## src/rtl/pio_edge_servicer.sv

```systemverilog
// pio_edge_servicer
//   Autonomous Avalon-MM master for a single input PIO. After reset it writes
//   the PIO irq_mask once. After that it services edge_capture whenever the
//   PIO interrupts or a poll timer expires: read edges, read the live level,
//   clear the edges, and queue non-zero {level, edges} snapshots in a small
//   first-word-fall-through event FIFO.
//
// Ports
//   clk, reset_n        clock, asynchronous active-low reset
//   pio_address/chipselect/write_n/writedata   registered bus master outputs
//   pio_readdata        PIO read data, valid one cycle after the address
//   pio_irq             PIO level interrupt (sampled only while idle)
//   evt_valid/evt_data  FIFO head {level, edges}; popped on evt_ready
//   overflow/drop_count sticky drop flag and saturating drop counter
//   clr_overflow        clears overflow and drop_count (wins over a drop)
module pio_edge_servicer #(
    parameter int          DATA_WIDTH  = 10,
    parameter int          FIFO_DEPTH  = 4,
    parameter int          POLL_PERIOD = 1000,
    parameter logic [31:0] MASK_INIT   = 32'h3FF
) (
    input  logic                    clk,
    input  logic                    reset_n,
    output logic [1:0]              pio_address,
    output logic                    pio_chipselect,
    output logic                    pio_write_n,
    output logic [31:0]             pio_writedata,
    input  logic [31:0]             pio_readdata,
    input  logic                    pio_irq,
    output logic                    evt_valid,
    output logic [2*DATA_WIDTH-1:0] evt_data,
    input  logic                    evt_ready,
    output logic                    overflow,
    output logic [7:0]              drop_count,
    input  logic                    clr_overflow
);

    localparam int AW = $clog2(FIFO_DEPTH);
    localparam int PW = AW + 1;
    localparam int TW = $clog2(POLL_PERIOD);
    localparam int EW = 2 * DATA_WIDTH;
    // Mask value trimmed to the port width, then zero-extended to the bus.
    localparam logic [31:0] MASK_W = MASK_INIT & ((32'd1 << DATA_WIDTH) - 32'd1);

    typedef enum logic [2:0] {
        S_INIT, S_IDLE, S_RD_EDGE, S_RD_LEVEL, S_CLR, S_PUSH
    } state_t;

    state_t              state_q, state_d;
    logic [TW-1:0]       timer_q, timer_d;
    logic                cs_q, cs_d, we_n_q, we_n_d;
    logic [1:0]          addr_q, addr_d;
    logic [31:0]         wdata_q, wdata_d;
    logic [DATA_WIDTH-1:0] edges_q, edges_d, level_q, level_d;
    logic [PW-1:0]       wr_ptr_q, wr_ptr_d, rd_ptr_q, rd_ptr_d;
    logic                evt_valid_q, evt_valid_d;
    logic [EW-1:0]       evt_data_q, evt_data_d;
    logic                ovf_q, ovf_d;
    logic [7:0]          drop_q, drop_d;
    logic [EW-1:0]       mem_q [FIFO_DEPTH];

    logic                trigger, pop, want_push, push, drop, full;
    logic [PW-1:0]       count_q, count_d;
    logic [EW-1:0]       push_data;
    logic                unused_readdata;

    assign unused_readdata = ^pio_readdata;

    always_comb begin
        state_d = state_q;
        timer_d = timer_q + TW'(1);
        cs_d    = 1'b0;
        we_n_d  = 1'b1;
        addr_d  = 2'd0;
        wdata_d = 32'd0;
        edges_d = edges_q;
        level_d = level_q;
        trigger = (state_q == S_IDLE) && (pio_irq || (timer_q == TW'(POLL_PERIOD - 1)));

        // Bus registers are loaded with the access belonging to the state
        // being entered, so the address is on the bus during that state and
        // its read data lands during the following one.
        case (state_q)
            S_INIT: begin
                state_d = S_IDLE;
                cs_d    = 1'b1;
                we_n_d  = 1'b0;
                addr_d  = 2'd2;
                wdata_d = MASK_W;
            end
            S_IDLE: begin
                if (trigger) begin
                    state_d = S_RD_EDGE;
                    timer_d = '0;
                    cs_d    = 1'b1;
                    addr_d  = 2'd3;
                end
            end
            S_RD_EDGE: begin
                state_d = S_RD_LEVEL;
                cs_d    = 1'b1;
                addr_d  = 2'd0;
            end
            S_RD_LEVEL: begin
                edges_d = pio_readdata[DATA_WIDTH-1:0];
                state_d = S_CLR;
                cs_d    = 1'b1;
                we_n_d  = 1'b0;
                addr_d  = 2'd3;
                wdata_d = '1;
            end
            S_CLR: begin
                level_d = pio_readdata[DATA_WIDTH-1:0];
                state_d = S_PUSH;
            end
            S_PUSH: begin
                state_d = S_IDLE;
            end
            default: state_d = S_INIT;
        endcase
    end

    // Event FIFO: pop is resolved before push so a full FIFO being drained
    // in the PUSH cycle still accepts the new entry.
    always_comb begin
        count_q   = wr_ptr_q - rd_ptr_q;
        full      = (count_q == PW'(FIFO_DEPTH));
        pop       = evt_valid_q && evt_ready;
        want_push = (state_q == S_PUSH) && (edges_q != '0);
        push      = want_push && (!full || pop);
        drop      = want_push && full && !pop;
        push_data = {level_q, edges_q};
        wr_ptr_d  = wr_ptr_q + PW'(push);
        rd_ptr_d  = rd_ptr_q + PW'(pop);
        count_d   = wr_ptr_d - rd_ptr_d;
        evt_valid_d = (count_d != '0);
        evt_data_d  = '0;
        if (count_d != '0) begin
            // New head is the slot being written only when it becomes the sole entry.
            if (push && (wr_ptr_q[AW-1:0] == rd_ptr_d[AW-1:0]))
                evt_data_d = push_data;
            else
                evt_data_d = mem_q[rd_ptr_d[AW-1:0]];
        end

        ovf_d  = ovf_q;
        drop_d = drop_q;
        if (clr_overflow) begin
            ovf_d  = 1'b0;
            drop_d = 8'd0;
        end else if (drop) begin
            ovf_d  = 1'b1;
            drop_d = (drop_q == 8'hFF) ? drop_q : drop_q + 8'd1;
        end
    end

    always_ff @(posedge clk or negedge reset_n) begin
        if (!reset_n) begin
            state_q     <= S_INIT;
            timer_q     <= '0;
            cs_q        <= 1'b0;
            we_n_q      <= 1'b1;
            addr_q      <= 2'd0;
            wdata_q     <= 32'd0;
            edges_q     <= '0;
            level_q     <= '0;
            wr_ptr_q    <= '0;
            rd_ptr_q    <= '0;
            evt_valid_q <= 1'b0;
            evt_data_q  <= '0;
            ovf_q       <= 1'b0;
            drop_q      <= 8'd0;
        end else begin
            state_q     <= state_d;
            timer_q     <= timer_d;
            cs_q        <= cs_d;
            we_n_q      <= we_n_d;
            addr_q      <= addr_d;
            wdata_q     <= wdata_d;
            edges_q     <= edges_d;
            level_q     <= level_d;
            wr_ptr_q    <= wr_ptr_d;
            rd_ptr_q    <= rd_ptr_d;
            evt_valid_q <= evt_valid_d;
            evt_data_q  <= evt_data_d;
            ovf_q       <= ovf_d;
            drop_q      <= drop_d;
        end
    end

    // Storage needs no reset; the pointers define what is valid.
    always_ff @(posedge clk) begin
        if (push) mem_q[wr_ptr_q[AW-1:0]] <= push_data;
    end

    assign pio_chipselect = cs_q;
    assign pio_write_n    = we_n_q;
    assign pio_address    = addr_q;
    assign pio_writedata  = wdata_q;
    assign evt_valid      = evt_valid_q;
    assign evt_data       = evt_data_q;
    assign overflow       = ovf_q;
    assign drop_count     = drop_q;

endmodule

```

## config.mk

```make
export PLATFORM = sky130hd
export DESIGN_NAME = pio_edge_servicer
export DESIGN_NICKNAME = d
export VERILOG_FILES = /design/src/rtl/pio_edge_servicer.sv
export SDC_FILE = /design/constraint.sdc
export NUM_CORES = 1
export LEC_CHECK = 0
export BUFFER_PORTS_ARGS = -buffer_cell sky130_fd_sc_hd__buf_2
export CAP_MARGIN = 5
export CORE_MARGIN = 2
export CORE_UTILIZATION = 56
export DETAILED_ROUTE_END_ITERATION = 6
export GPL_TIMING_DRIVEN = 0
export PLACE_DENSITY = 0.79
export SETUP_SLACK_MARGIN = 0.2
export SYNTH_ARGS = -nofsm -noshare
export SYNTH_HDL_FRONTEND = slang
export SYNTH_SLANG_ARGS = --single-unit
```

## constraint.sdc

```tcl
create_clock -name clk -period 3.6 [get_ports clk]
set_input_delay 0.18 -clock clk [delete_from_list [all_inputs] [get_ports clk]]
set_output_delay 0.18 -clock clk [all_outputs]
set_load 0.02 [all_outputs]
```

==> results of run 1 <==
## cell usage after synthesis (4+ instances only)
library cell,n
mux4_2,20
nor2b_1,6
ha_1,10
dfrtp_1,74
xor2_1,11
clkbuf_1,8
nand2_1,37
a21oi_1,7
nand3_1,5
inv_1,11
and3_1,8
nand4_1,5
buf_2,5
edfxtp_1,80
mux2i_1,21
nor2_1,37
buf_4,30
mux2_2,10
xnor2_1,6
nor3_1,4
## placed cells by master, fill, tap and decap left out, types with 5 or more instances in the layout
cell type / n
a21oi_1: 7
and3_1: 8
buf_2: 83
buf_4: 33
clkbuf_1: 8
clkbuf_16: 17
dfrtp_1: 74
dlygate4sd3_1: 11
edfxtp_1: 80
ha_1: 10
inv_1: 11
mux2_2: 10
mux2i_1: 21
mux4_2: 20
nand2_1: 37
nand3_1: 5
nand4_1: 5
nor2_1: 37
nor2b_1: 5
xnor2_1: 6
xor2_1: 11
## layout make-up
type | instances | area, um^2
plain buffers | 45 | 290
clock buffers | 20 | 447
clock inverters | 12 | 139
fillers | 732 | 3310
inverters | 11 | 41.3
multi-input cells | 217 | 1760
flip-flops and latches | 155 | 4280
well taps | 140 | 175
repair buffers | 93 | 543
## where the power goes
| part | internal [mW] | total [mW] | switching, mW |
|---|---|---|---|
| Clock | 1.05 | 1.75 | 0.704 |
| Combinational | 1.17 | 2.67 | 1.49 |
| Sequential | 2.45 | 2.82 | 0.367 |
| Total | 4.67 | 7.24 | 2.56 |
## flip-flops by register name, indices dropped and copies added, names as in the netlist
signal / cells
drop_count: 8
edges_q: 10
evt_data: 20
evt_valid: 1
level_q: 10
mem_q: 80
overflow: 1
pio_address: 2
pio_chipselect: 1
pio_write_n: 1
pio_writedata: 2
rd_ptr_q: 3
state_q: 3
timer_q: 10
wr_ptr_q: 3
## cell families (layout without fill, tap and decap cells)
| group | Yosys count | count (layout) | share of synthesized area, % |
|---|---|---|---|
| multiplexers | 51 | 51 | 12.2 |
| XOR/XNOR | 18 | 18 | 2.60 |
| buffers and inverters | 56 | 181 | 5.18 |
| AND/OR/NAND/NOR | 121 | 121 | 9.07 |
| flip-flops | 155 | 155 | 67.3 |
| adder cells (fa/ha/maj) | 10 | 10 | 1.97 |
| AO/OA/AOI/OAI | 17 | 17 | 1.71 |
## worst reg2reg max path: stages, from the launching register on
cell	delay, ns
dfrtp_1	0.43
inv_1	0.12
ha_1	0.21
nor2b_2	0.17
xnor2_2	0.19
nand2_1	0.09
nand2_1	0.13
inv_1	0.08
ha_1	0.18
ha_1	0.30
ha_1	0.19
nand2b_1	0.14
xnor2_1	0.17
and3_1	0.22
clkbuf_2	0.24
nor2_1	0.11
## per-stage QoR
step	cells	total power, mW
2_1_floorplan	428	4.71
6_report	693	7.24
5_1_grt	693	7.66
3_5_place_dp	650	5.50
3_3_place_gp	647	5.37
4_1_cts	693	7.30
## metal layers
metal,vias to the layer above,wire length (um),GRT usage [%]
met5,-,0,0
met3,12,486,4.99
met2,90,6590,36.9
met4,0,137,7.25
li1,1730,-,-
met1,1869,4980,25.8
## worst paths after layout
path	startpoint	end	cells past startpoint
worst min-delay path	clr_overflow	drop_count[1]	2
worst max register to register	wr_ptr_q[0]	evt_data[2]	15
worst min register to register	timer_q[0]	timer_q[0]	1
min in group asynchronous	reset_n	drop_count[4]	2
worst max-delay path	wr_ptr_q[0]	evt_data[2]	15
max in group asynchronous	reset_n	pio_write_n	3
## timing repair
| item | CTS | global route |
|---|---|---|
| resized for setup | 0 | 5 |
| hold buffers | 11 | 0 |
| endpoints found under the setup margin | 0 | 20 |
| endpoints found under the hold margin | 41 | 0 |
==> results_dict.tcl, run 1 <==
set metrics [dict create \
    layout_setup_ws_ns 0.497 \
    grt_pass1_wl_mm 19.7 \
    clock-skew-final_ns 0.00934 \
    drive_gt1_share_pct 33.6 \
    synth_top_area_cell "edfxtp_1" \
    endpoint_kind "register" \
    hold_class "in2reg" \
    slowest_delay_ns 0.43 \
    cts_buffer_depth 2 \
    antenna_found_initial 0 \
    vias 3701 \
    rows 38 \
    pin_count 103 \
    crit_buf_inv 3 \
    drt-total-wl_mm 12.2 \
    min_period_over_period_pct 86.2 \
    synth-seq-cells 155 \
    htree_levels 4 \
    place.gp.congestion 0.777 \
    cp_max_fo 10 \
    die_area_mm2 0.0122 \
    die_w_um 111 \
    async_flop_share_pct 48.4 \
    peakVddDrop_uv 628 \
    p_leak_nw 3.44 \
    areaGrowthSynthToFinish_pct 20.7 \
    wl_per_cell_um 17.6 \
    synth_edf_count 80 \
    slowest_stage "dfrtp_1" \
    dr.pass1.iters 4 \
    worst_pin_slew_ns 1.10 \
    grt-ovfl-total 0 \
    cts.sinks 155 \
    r2r_slack_ns 0.50 \
    cts-root-buf "clkbuf_16" \
    min_period_ns 3.10 \
    first_iter_violations 279 \
    synthCells 428 \
    worst_ep_required_time_ns 3.90 \
    grt_setup_unrepaired "no" \
    viasPerCell 5.34 \
    core_region_area_mm2 0.0110 \
    worstPathCellList "inv_1, ha_1, nor2b_2, xnor2_2, nand2_1, nand2_1, inv_1, ha_1, ha_1, ha_1, nand2b_1, xnor2_1, and3_1, clkbuf_2, nor2_1" \
    dpl.hpwl_mm 7.80 \
    ys_types 42 \
    start_util_pct 57.9 \
    critPathLaunchType "register" \
    syn_nets 475 \
    avgSynthCellArea_um2 14.9 \
    critPathArrivalTime_ns 3.40 \
    slew_violations 0 \
    ys_seq_area_share_pct 67.3 \
    ant_nets 0 \
    cp_common_cell "ha_1" \
    hold_ws_ns 0.144 \
    slew_headroom_pct 26.5 \
    cts_made_buffers 17 \
    p_per_area_mw_per_mm2 943 \
    synth.area.top_cells "edfxtp_1 38%, dfrtp_1 29%, mux4_2 7.1%" \
    grt_max_degree 46 \
    setup_tns_ns 0 \
    syn_area_mm2 0.00636 \
    cts_setup_buffers 0 \
    place_ws_ns 0.261 \
    fin_nets 587 \
    fmax_mhz 322 \
    cap_violations 0 \
    stdcell_area_mm2 0.00768 \
    fin_util_pct 69.9 \
    grt_pass1_vias 3838 \
    insertion_delay_ns 0.42 \
    die_h_um 111 \
    synth_top_area_share_pct 37.8 \
    place_area_mm2 0.00698 \
    diodes 0 \
    synth-warning-count 0 \
    port_buffers 79 \
    timing.final.setup_violations 0 \
    synthFlopType "edfxtp_1" \
    clk_pin_slew_ns 0.06 \
    remaining_drc_errors 0 \
    critPathKind "reg2reg" \
    cts_tree "yes" \
    cpLargestDelayFamily "adder cells" \
    hold_viol 0 \
    status "finished, final reports clean" \
    grt_usage_pct 21.1 \
]
No activity file was read; power rests on OpenSTA's default activity.
==> run 2, diff against run 1 <==
--- a/config.mk
+++ b/config.mk
@@ -7,8 +7,11 @@
 export LEC_CHECK = 0
 export BUFFER_PORTS_ARGS = -buffer_cell sky130_fd_sc_hd__buf_2
 export CAP_MARGIN = 5
+export CELL_PAD_IN_SITES_DETAIL_PLACEMENT = 0
+export CELL_PAD_IN_SITES_GLOBAL_PLACEMENT = 1
+export CORE_ASPECT_RATIO = 1.5
 export CORE_MARGIN = 2
-export CORE_UTILIZATION = 56
+export CORE_UTILIZATION = 46
 export DETAILED_ROUTE_END_ITERATION = 6
 export GPL_TIMING_DRIVEN = 0
 export PLACE_DENSITY = 0.79
==> results_dict.tcl, run 2 (synthesis results as in run 1) <==
set metrics [dict create \
    place_inst 674 \
    insertion_delay_ns 0.42 \
    antenna_found_initial 0 \
    htree_levels 4 \
    stdcell_area_mm2 0.00767 \
    final_cells 711 \
    die_area_mm2 0.0148 \
    cts_buffer_depth 2 \
    worst_ep_required_time_ns 3.89 \
    grt_pass1_vias 3803 \
    cp-startpoint "wr_ptr_q[0]" \
    critPathKind "reg2reg" \
    min_period_ns 3.21 \
    grt_pass1_wl_mm 20.1 \
    largest_reg_flops 80 \
    fin_util_pct 56.7 \
    cts-root-buf "clkbuf_16" \
    cts_tree "yes" \
    cp.depth 15 \
    ant_nets 0 \
    cp_common_cell "ha_1" \
    die_w_um 100 \
    slowest_stage "dfrtp_1" \
    pin_count 103 \
    whs_path_depth 3 \
    port_buffers 79 \
    min_period_over_period_pct 89.3 \
    start_util_pct 47.0 \
    p_leak_nw 3.42 \
    slowest_delay_ns 0.43 \
    die_h_um 148 \
    cp_max_fo 10 \
    endpoint_kind "register" \
    rr_worst_depth 15 \
    slew_violations 0 \
    critPathArrivalTime_ns 3.50 \
    first_iter_violations 205 \
    dpl.hpwl_mm 8.39 \
    hold_class "in2reg" \
    vias 3702 \
    crit_buf_inv 3 \
    critPathLaunchType "register" \
    fmax_mhz 311 \
    grt_usage_pct 18.1 \
    cts_made_buffers 17 \
    dr.pass1.iters 4 \
    grt-ovfl-total 0 \
    viasPerCell 5.21 \
    final_common_cell "buf_2" \
    cts_setup_buffers 0 \
    worstPathCellList "inv_1, ha_1, nor2b_1, xnor2_2, nand2_1, nand2_1, inv_1, ha_1, ha_1, ha_1, nand2b_1, xnor2_1, and3_1, clkbuf_2, nor2_1" \
    use_met1_pct 21.1 \
    slew_headroom_pct 25.7 \
    rows 52 \
    final_cell_mix "83 x buf_2, 80 x edfxtp_1, 74 x dfrtp_1" \
    diodes 0 \
    remaining_drc_errors 0 \
    min_from "pio_readdata[6]" \
    place.gp.congestion 0.783 \
    met2_usage_pct 32.3 \
    drive_gt1_share_pct 33.9 \
    areaGrowthSynthToFinish_pct 20.7 \
    status "finished, final reports clean" \
    clk_pin_slew_ns 0.06 \
    place_area_mm2 0.00705 \
    grt_setup_unrepaired "no" \
    r2r-start "wr_ptr_q[0]" \
    fill_cells 1107 \
    grt_max_degree 63 \
    cts.sinks 155 \
    core_region_area_mm2 0.0135 \
    cap_violations 0 \
    cpLargestDelayFamily "simple AND/OR/NAND/NOR gates" \
    drt-total-wl_mm 12.6 \
    grt_util_met3_pct 4.35 \
    fin_nets 583 \
    grt.busiest_layer "met2" \
    timing.final.setup_violations 0 \
    wl_per_cell_um 17.7 \
    worst_pin_slew_ns 1.11 \
    p_per_area_mw_per_mm2 940 \
    hold_viol 0 \
    peakVddDrop_uv 503 \
    clock-skew-final_ns 0.0102 \
]
## run 2: cell count changes in the layout (fill, tap and decap cells not counted), sizes merged
cell,previous run,this run
clkinv,5,6
buf,119,121
inv,14,12
clkbuf,28,29
dlygate4sd3,11,5
## run 2: final cells by class
cell class	count	area (um^2)	area share [%]
Sequential cell	155	4280	55.8
Timing Repair Buffer	89	528	6.88
Tap cell	162	203	2.64
Multi-Input combinational cell	217	1760	22.9
Clock inverter	11	120	1.57
Buffer	45	290	3.78
Clock buffer	21	450	5.87
Inverter	11	41.3	0.538
## run 2: per-layer routing
metal	vias to the layer above	part of all wire, %	wire (um)
li1	1717	-	-
met1	1875	39	4880
met2	100	56	7000
met3	10	4.7	591
met4	0	1.1	134
met5	-	0	0
## run 2: worst paths after layout
kind / end / slack, ns
min in group asynchronous: evt_data[7] / 0.18
hold reg to reg: timer_q[0] / 0.46
hold / removal: edges_q[6] / 0.02
max in group asynchronous: timer_q[7] / 2.84
setup / recovery: evt_data[10] / 0.39
setup reg to reg: evt_data[10] / 0.39
## run 2: power breakdown
group	total, mW	switching [mW]	internal [mW]	leakage [nW]
Combinational	2.68	1.50	1.18	1.49
Sequential	2.81	0.361	2.45	1.66
Clock	1.72	0.685	1.04	0.275
Total	7.22	2.55	4.67	3.42
## run 2: timing repair
action                                 in CTS  in global routing
setup endpoints to repair                  10                  0
resized for setup                           2                  0
endpoints found under the hold margin      81                  0
hold buffers                                5                  0
## run 2: tightest hold or removal path, delay by kind of cell
family        cells  cell delay (ns)
buf+inv           1             0.11
simple gates      2             0.11
## run 2: through the flow
stage	TNS, ns	setup slack [ns]	total power, mW	hold slack [ns]
detailed placement	0	0.148	5.56	0.0595
global route	0	0.201	7.64	0.0107
floorplan	0	0.650	4.71	-0.116
global placement	-25.01	-0.647	5.42	0.389
finish	0	0.386	7.22	0.0156
CTS	0	0.380	7.30	0.00707
